==> src/rtl/seg_scan_driver.sv <==
// Time-multiplexed seven-segment scan driver with shadow-latched digit codes,
// refresh prescaler and a one-cycle anti-ghosting blank between digits.
// Optional blink support is enabled by defining SEG_SCAN_BLINK_EN.
module seg_scan_driver #(
   parameter int unsigned NUM_DIGITS = 4,
   parameter int unsigned DIV        = 50000
) (
   input  logic                      clk,
   input  logic                      reset,
   input  logic [4*NUM_DIGITS-1:0]   digits,
   input  logic [NUM_DIGITS-1:0]     dp,
   input  logic                      load,
   output logic [NUM_DIGITS-1:0]     an,
   output logic [6:0]                seg,
   output logic                      dp_out
`ifdef SEG_SCAN_BLINK_EN
   ,
   input  logic [NUM_DIGITS-1:0]     blink
`endif
);

   localparam int unsigned IW = (NUM_DIGITS > 1) ? $clog2(NUM_DIGITS) : 1;
   localparam int unsigned PW = $clog2(DIV);
   localparam int unsigned DW = 4 * NUM_DIGITS;

   typedef enum logic {
      ST_BLANK = 1'b0,
      ST_DRIVE = 1'b1
   } state_e;

   state_e                state_q;
   logic [PW-1:0]         presc_q;
   logic [IW-1:0]         idx_q;
   logic [3:0]            slot_code_q;
   logic                  slot_dp_q;
   logic [DW-1:0]         shadow_digits_q;
   logic [NUM_DIGITS-1:0] shadow_dp_q;
   logic [NUM_DIGITS-1:0] an_q, an_d;
   logic [6:0]            seg_q, seg_d;
   logic                  dp_out_q, dp_out_d;
   logic                  tick_c;
   logic                  wrap_c;

   assign tick_c = (state_q == ST_DRIVE) && (presc_q == PW'(DIV - 1));
   assign wrap_c = (idx_q == IW'(NUM_DIGITS - 1));

   // Active-low glyphs {g,f,e,d,c,b,a}; code 10 is blank, 11..15 show a dash.
   function automatic logic [6:0] decode(input logic [3:0] code);
      logic [6:0] s;
      case (code)
         4'd0:    s = 7'h40;
         4'd1:    s = 7'h79;
         4'd2:    s = 7'h24;
         4'd3:    s = 7'h30;
         4'd4:    s = 7'h19;
         4'd5:    s = 7'h12;
         4'd6:    s = 7'h02;
         4'd7:    s = 7'h78;
         4'd8:    s = 7'h00;
         4'd9:    s = 7'h10;
         4'd10:   s = 7'h7F;
         default: s = 7'h3F;
      endcase
      return s;
   endfunction

`ifdef SEG_SCAN_BLINK_EN
   logic [5:0] wrap_cnt_q;

   // Counts completed scans; the MSB toggles the blink phase every 32 scans.
   always_ff @(posedge clk or posedge reset) begin
      if (reset) begin
         wrap_cnt_q <= 6'd0;
      end else if (tick_c && wrap_c) begin
         wrap_cnt_q <= wrap_cnt_q + 6'd1;
      end
   end
`endif

   // Output values for the next cycle, derived from the current state and slot.
   always_comb begin
      an_d     = {NUM_DIGITS{1'b1}};
      seg_d    = 7'h7F;
      dp_out_d = 1'b1;
      if (state_q == ST_DRIVE) begin
         an_d     = ~(NUM_DIGITS'(1) << idx_q);
         seg_d    = decode(slot_code_q);
         dp_out_d = ~slot_dp_q;
`ifdef SEG_SCAN_BLINK_EN
         if (wrap_cnt_q[5] && blink[idx_q]) begin
            seg_d    = 7'h7F;
            dp_out_d = 1'b1;
         end
`endif
      end
   end

   always_ff @(posedge clk or posedge reset) begin
      if (reset) begin
         shadow_digits_q <= {NUM_DIGITS{4'd10}};
         shadow_dp_q     <= '0;
      end else if (load) begin
         shadow_digits_q <= digits;
         shadow_dp_q     <= dp;
      end
   end

   // Scan FSM: one BLANK cycle captures the slot, then DIV cycles of DRIVE.
   always_ff @(posedge clk or posedge reset) begin
      if (reset) begin
         state_q     <= ST_BLANK;
         presc_q     <= '0;
         idx_q       <= '0;
         slot_code_q <= 4'd10;
         slot_dp_q   <= 1'b0;
         an_q        <= {NUM_DIGITS{1'b1}};
         seg_q       <= 7'h7F;
         dp_out_q    <= 1'b1;
      end else begin
         an_q     <= an_d;
         seg_q    <= seg_d;
         dp_out_q <= dp_out_d;
         case (state_q)
            ST_BLANK: begin
               state_q     <= ST_DRIVE;
               presc_q     <= '0;
               slot_code_q <= shadow_digits_q[4*idx_q +: 4];
               slot_dp_q   <= shadow_dp_q[idx_q];
            end
            default: begin
               if (tick_c) begin
                  state_q <= ST_BLANK;
                  presc_q <= '0;
                  idx_q   <= wrap_c ? '0 : idx_q + IW'(1);
               end else begin
                  presc_q <= presc_q + PW'(1);
               end
            end
         endcase
      end
   end

   assign an     = an_q;
   assign seg    = seg_q;
   assign dp_out = dp_out_q;

endmodule

==> config.mk <==
export PLATFORM = sky130hd
export DESIGN_NAME = seg_scan_driver
export DESIGN_NICKNAME = d
export VERILOG_FILES = /design/src/rtl/seg_scan_driver.sv
export SDC_FILE = /design/constraint.sdc
export NUM_CORES = 1
export LEC_CHECK = 0
export CORE_ASPECT_RATIO = 1.2
export CORE_MARGIN = 1
export CORE_UTILIZATION = 45
export DETAILED_ROUTE_END_ITERATION = 8
export PLACE_DENSITY_LB_ADDON = 0.08
export SYNTH_ARGS = -nofsm -noshare
export SYNTH_HDL_FRONTEND = slang
export SYNTH_SLANG_ARGS = --single-unit
==> constraint.sdc <==
create_clock -name clk -period 1.8 [get_ports clk]
set_clock_uncertainty 0.15 [all_clocks]
set_input_delay 0.36 -clock clk [delete_from_list [all_inputs] [get_ports clk]]
set_output_delay 0.36 -clock clk [all_outputs]
set_load 0.005 [all_outputs]
== Yosys cells after proc, flatten, opt, wreduce, memory -nomap -nowiden ==
Memory sizes are Yosys's and may differ from the RTL's.
Cells that the tools add are included.

* Register bits: 56
* Input bits: 23
* Memories kept: 1
* Word-level logic and storage cells: 32
* Memory bits (read-only): 112

* Eq/ne operators: 2
* Shifts and indexed selects: 2
* Reduce and logical (&&, ||, !) cells: 2
* Bitwise logic cells: 2
* Order comparisons: 1
* Multiplexer cells: 10
* Add/sub/neg operators: 2

{| class="wikitable"
|+ Memory list
! memory !! words !! width !! rd ports !! clocked after Yosys merged registers in !! wr ports !! line !! text
|-
| (name not given) || 16 || 7 || 1 || 0 || 0 || 50 || <nowiki>case (code)</nowiki>
|}

{| class="wikitable"
|+ Operator list
! cell !! number
|-
| $mux W16 || 2
|-
| $add A16 B1 Y16 const B || 1
|-
| $eq A16 B16 Y1 const B || 1
|-
| $shiftx A16 B5 Y4 || 1
|-
| $mux W7 || 1
|-
| $mux W1 || 4
|-
| $mux W4 || 1
|-
| $not A4 Y4 || 1
|-
| $shl A1 B2 Y4 const A || 1
|-
| $lt A2 B3 Y1 const B || 1
|-
| $add A2 B1 Y2 const B || 1
|-
| $bmux W1 S2 || 1
|-
| $eq A2 B2 Y1 const B || 1
|-
| $mux W2 || 1
|-
| $reduce_and A2 Y1 || 1
|-
| $logic_and A1 B1 Y1 || 1
|-
| $not A1 Y1 || 1
|}

== Longest topological paths before layout ==
* Depth in word-level cells: 4
* Mapped depth: 6
* Depth with buffers taken out: 5

== Worst setup path after synthesis ==
OpenSTA, ideal clock, no wires.

* Kind: register -> register
* From: reg presc_q[0]
* To: reg idx_q[0]
* Setup slack: 0.076 ns
* Setup time: 0.125 ns
* Data arrival time: 1.449 ns
* Period minus slack after synthesis: 1.724 ns
* Path buffers: 0
* Data required time: 1.525 ns
* Stages on the path, launching flop included: 5
* Cells stage by stage: dfrtp_1 > ha_1 > nand4_1 > or3_4 > mux2_4

* Word-level cells in the longest chain between the ends: 3

{| class="wikitable"
|+ Ends and longest elaborated chain
! what !! line !! text
|-
| start: declaration || 32 || <nowiki>logic [PW-1:0] presc_q;</nowiki>
|-
| start signal: assignment || 136 || <nowiki>presc_q <= presc_q + PW'(1);</nowiki>
|-
| $eq A16 B16 Y1 || 44 || <nowiki>assign tick_c = (state_q == ST_DRIVE) && (presc_q == PW'(DIV - 1));</nowiki>
|-
| $logic_and A1 B1 Y1 || 44 ||
|-
| $reduce_and A2 Y1 (no line) || n/a ||
|-
| end signal: assignment || 134 || <nowiki>idx_q <= wrap_c ? '0 : idx_q + IW'(1);</nowiki>
|-
| end: declaration || 33 || <nowiki>logic [IW-1:0] idx_q;</nowiki>
|}

Every way passes these cells.
A chain may end at the register's enable or synchronous reset.

== Worst setup path after layout ==
* From: reg presc_q[10]
* To: reg idx_q[1]

Same word-level chain as after synthesis.

==> results.cfg <==
[job]
drv_cap = 0

[setup_path]
crit_family = simple AND/OR/NAND/NOR gates
critical-path-slowest-cell = dfrtp_1
criticalPathCategory = reg -> reg
critical_path_required_ns = 1.85
critPathArrivalTime_ns = 1.75
max_stage_delay_ns = 0.40
crit_path_start_kind = register
end_kind = register
path_buf_inv = 0
crit_chain = and4bb_1 -> nand4_1 -> or3_4 -> mux2_4
critical_path.max_fanout = 3

[route]
routed_via_density = 5.14
post_drt_wl_per_cell_um = 13.5
drc = 0
drtIter0Drc = 68
ant_nets = 0
drt-total-wl_um = 4300
first_pass_iters = 6
num_vias = 1634

[grt]
grt_pass1_wl_um = 7870
grtUsageTotal = 0.168
first_global_vias = 1719
grt_overflow = 0
antenna_found_initial = 0
grt_max_degree = 36

[logic_synthesis]
syn_inst = 209
synth-seq-area-share = 0.555
synth_nets = 242
syn_area_mm2 = 0.00257
ys_warn_count = 0
ys_seq_elements = 56
ys_types = 30
avgSynthCellArea_um2 = 12.3

[floorplanning]
initial_utilization = 0.476
die_y_um = 84.9
die_w_um = 71.1
core_mm2 = 0.00541
dieArea_mm2 = 0.00603
fp-row-count = 29
pin_count = 35

[clock_tree]
cts_buffers = 5
htree_levels = 2
clk_path_buf_depth = 2
clkSlewWorstSetupHoldPaths_ns = 0.10
hold_buffers = 0
clock-sinks = 56
clock_tree.root_cell = clkbuf_8
cts_tree = yes
clk_latency_ns = 0.30

[timing]
max_slew_margin = 0.736
final_max_slew_viol_count = 0
tns_ns = 0
rsz0062_at_grt = false
finalHoldViolations = 0
finalSetupViolCount = 0
worst_slack_ns = 0.0925
fmax_ghz = 0.586
period_needed_ns = 1.71
worst_slew_pin_slew_ns = 0.396
finalCritPeriodShare = 0.949

[layout]
drive_gt1_frac = 0.305
final_core_util = 0.588
diodes = 0
syn_to_final_growth_pct = 23.4
layout.nets = 288

[pwr]
p_leak_nw = 1.36
peakVddDrop_v = 0.000573
power.density_mw_per_mm2 = 724

[placement]
gp_congestion = 0.802
io_buffers = 34
pre_cts_slack_ns = 0.0763
place.detailed.hpwl_um = 3080

[status]
status = finished clean

[min_path]
hold_path_class = in -> async
-- cell type report --
| type | count | area [um^2] |
|---|---|---|
| Fill cell | 455 | 2230 |
| Sequential cell | 56 | 1430 |
| Multi-Input combinational cell | 136 | 1090 |
| Timing Repair Buffer | 47 | 448 |
| Clock buffer | 8 | 90.1 |
| Tap cell | 62 | 77.6 |
| Inverter | 9 | 37.5 |
-- per-layer routing --
layer  GRT usage  vias up  routed length [um]
met5           0        -                   0
met4      0.0545        0                  49
met3      0.0321        6                 104
met2       0.284       29                2160
met1       0.217      791                1990
li1            -      808                   -
-- power breakdown --
part           switching, W  total [W]  internal [W]
Sequential        0.0000365    0.00139       0.00135
Clock              0.000378   0.000693      0.000315
Combinational     0.0000780   0.000220      0.000142
-- cell usage in the layout, fill, tap and decap left out --
cell type	count
dfrtp_1	34
mux2_2	24
nor2_1	23
dfstp_2	22
clkdlybuf4s50_1	22
nand2_1	13
xnor2_1	12
dlygate4sd2_1	12
buf_4	11
ha_1	9
inv_1	8
o21ai_0	7
nand3_1	6
clkbuf_8	6
mux4_2	5
nand4_1	5
a21oi_1	5
nor3_1	4
nor4_1	3
nand4bb_1	2
mux2_4	2
nor4_2	2
xor2_1	2
nor3b_1	2
clkbuf_1	2
buf_12	2
and4bb_1	1
or3_4	1
and2_1	1
and3_1	1
nand2b_1	1
nand3b_1	1
or2_2	1
and3b_1	1
o221ai_1	1
clkinvlp_4	1
ha_2	1
-- registers in the layout, indices dropped and copies added (netlist names) --
register and count:
idx_q 2, presc_q 16, shadow_dp_q 4, slot_dp_q 1
state_q 1, an 4, seg 7, dp_out 1
shadow_digits_q 16, slot_code_q 4
-- worst register-to-register path, delay by kind of cell (launching register included) --
family        cells  cell delay (ns)
flops             1             0.40
mux               1             0.30
simple gates      3             0.75
-- per-stage QoR --
step	instance area, um^2	hold WS, ns	total power (W)	instances
after floorplan	2580	0.214	0.00153	209
after global placement	3080	0.223	0.00164	309
after detailed placement	3080	0.229	0.00165	309
after CTS	3150	0.204	0.00234	317
after global routing	3180	0.218	0.00242	318
final	3180	0.201	0.00230	318
-- final timing paths --
kind                                  start              to  slack (ns)  cells after the start
worst max-delay path            presc_q[10]        idx_q[1]        0.09                      4
worst min-delay path                  reset  shadow_dp_q[2]        0.20                      2
worst max register to register  presc_q[10]        idx_q[1]        0.09                      4
worst min register to register    slot_dp_q          dp_out        0.24                      1
max in group asynchronous             reset          seg[2]        0.78                      3
min in group clk                  slot_dp_q          dp_out        0.24                      1
-- what timing repair did --
item,CTS,global route
endpoints found under the setup margin,12,8
gates resized for setup,12,3
buffers inserted,0,1
pin swaps,0,0
-- synthesized netlist by cell type, drive strengths merged --
cell type,instances,share of area
dfrtp,34,0.33
mux2,26,0.12
nor2,23,0.034
dfstp,22,0.22
nand2,13,0.019
xnor2,12,0.041
ha,10,0.049
inv,9,0.013
o21ai,7,0.014
clkbuf,6,0.0087
nand3,6,0.012
a21oi,5,0.0097
mux4,5,0.044
nand4,5,0.012
nor4,5,0.012
nor3,4,0.0078
buf,2,0.0039
nand4bb,2,0.0087
nor3b,2,0.0058
xor2,2,0.0068
and2,1,0.0024
and3,1,0.0024
and3b,1,0.0034
and4bb,1,0.0049
nand2b,1,0.0024
nand3b,1,0.0029
o221ai,1,0.0034
or2,1,0.0024
or3,1,0.0044
-- cell families (layout without fill, tap and decap cells) --
logic type | Yosys count | count (layout) | share of synthesized area
and+or+nand+nor | 68 | 68 | 0.136
DFF | 56 | 56 | 0.555
adders and majority gates | 10 | 10 | 0.0486
xor gates and xnor gates | 14 | 14 | 0.0476
muxes | 31 | 31 | 0.160
AOI/OAI and AO/OA | 13 | 13 | 0.0267
buffers and inverters | 17 | 64 | 0.0258
No activity file was read; power rests on OpenSTA's default activity.
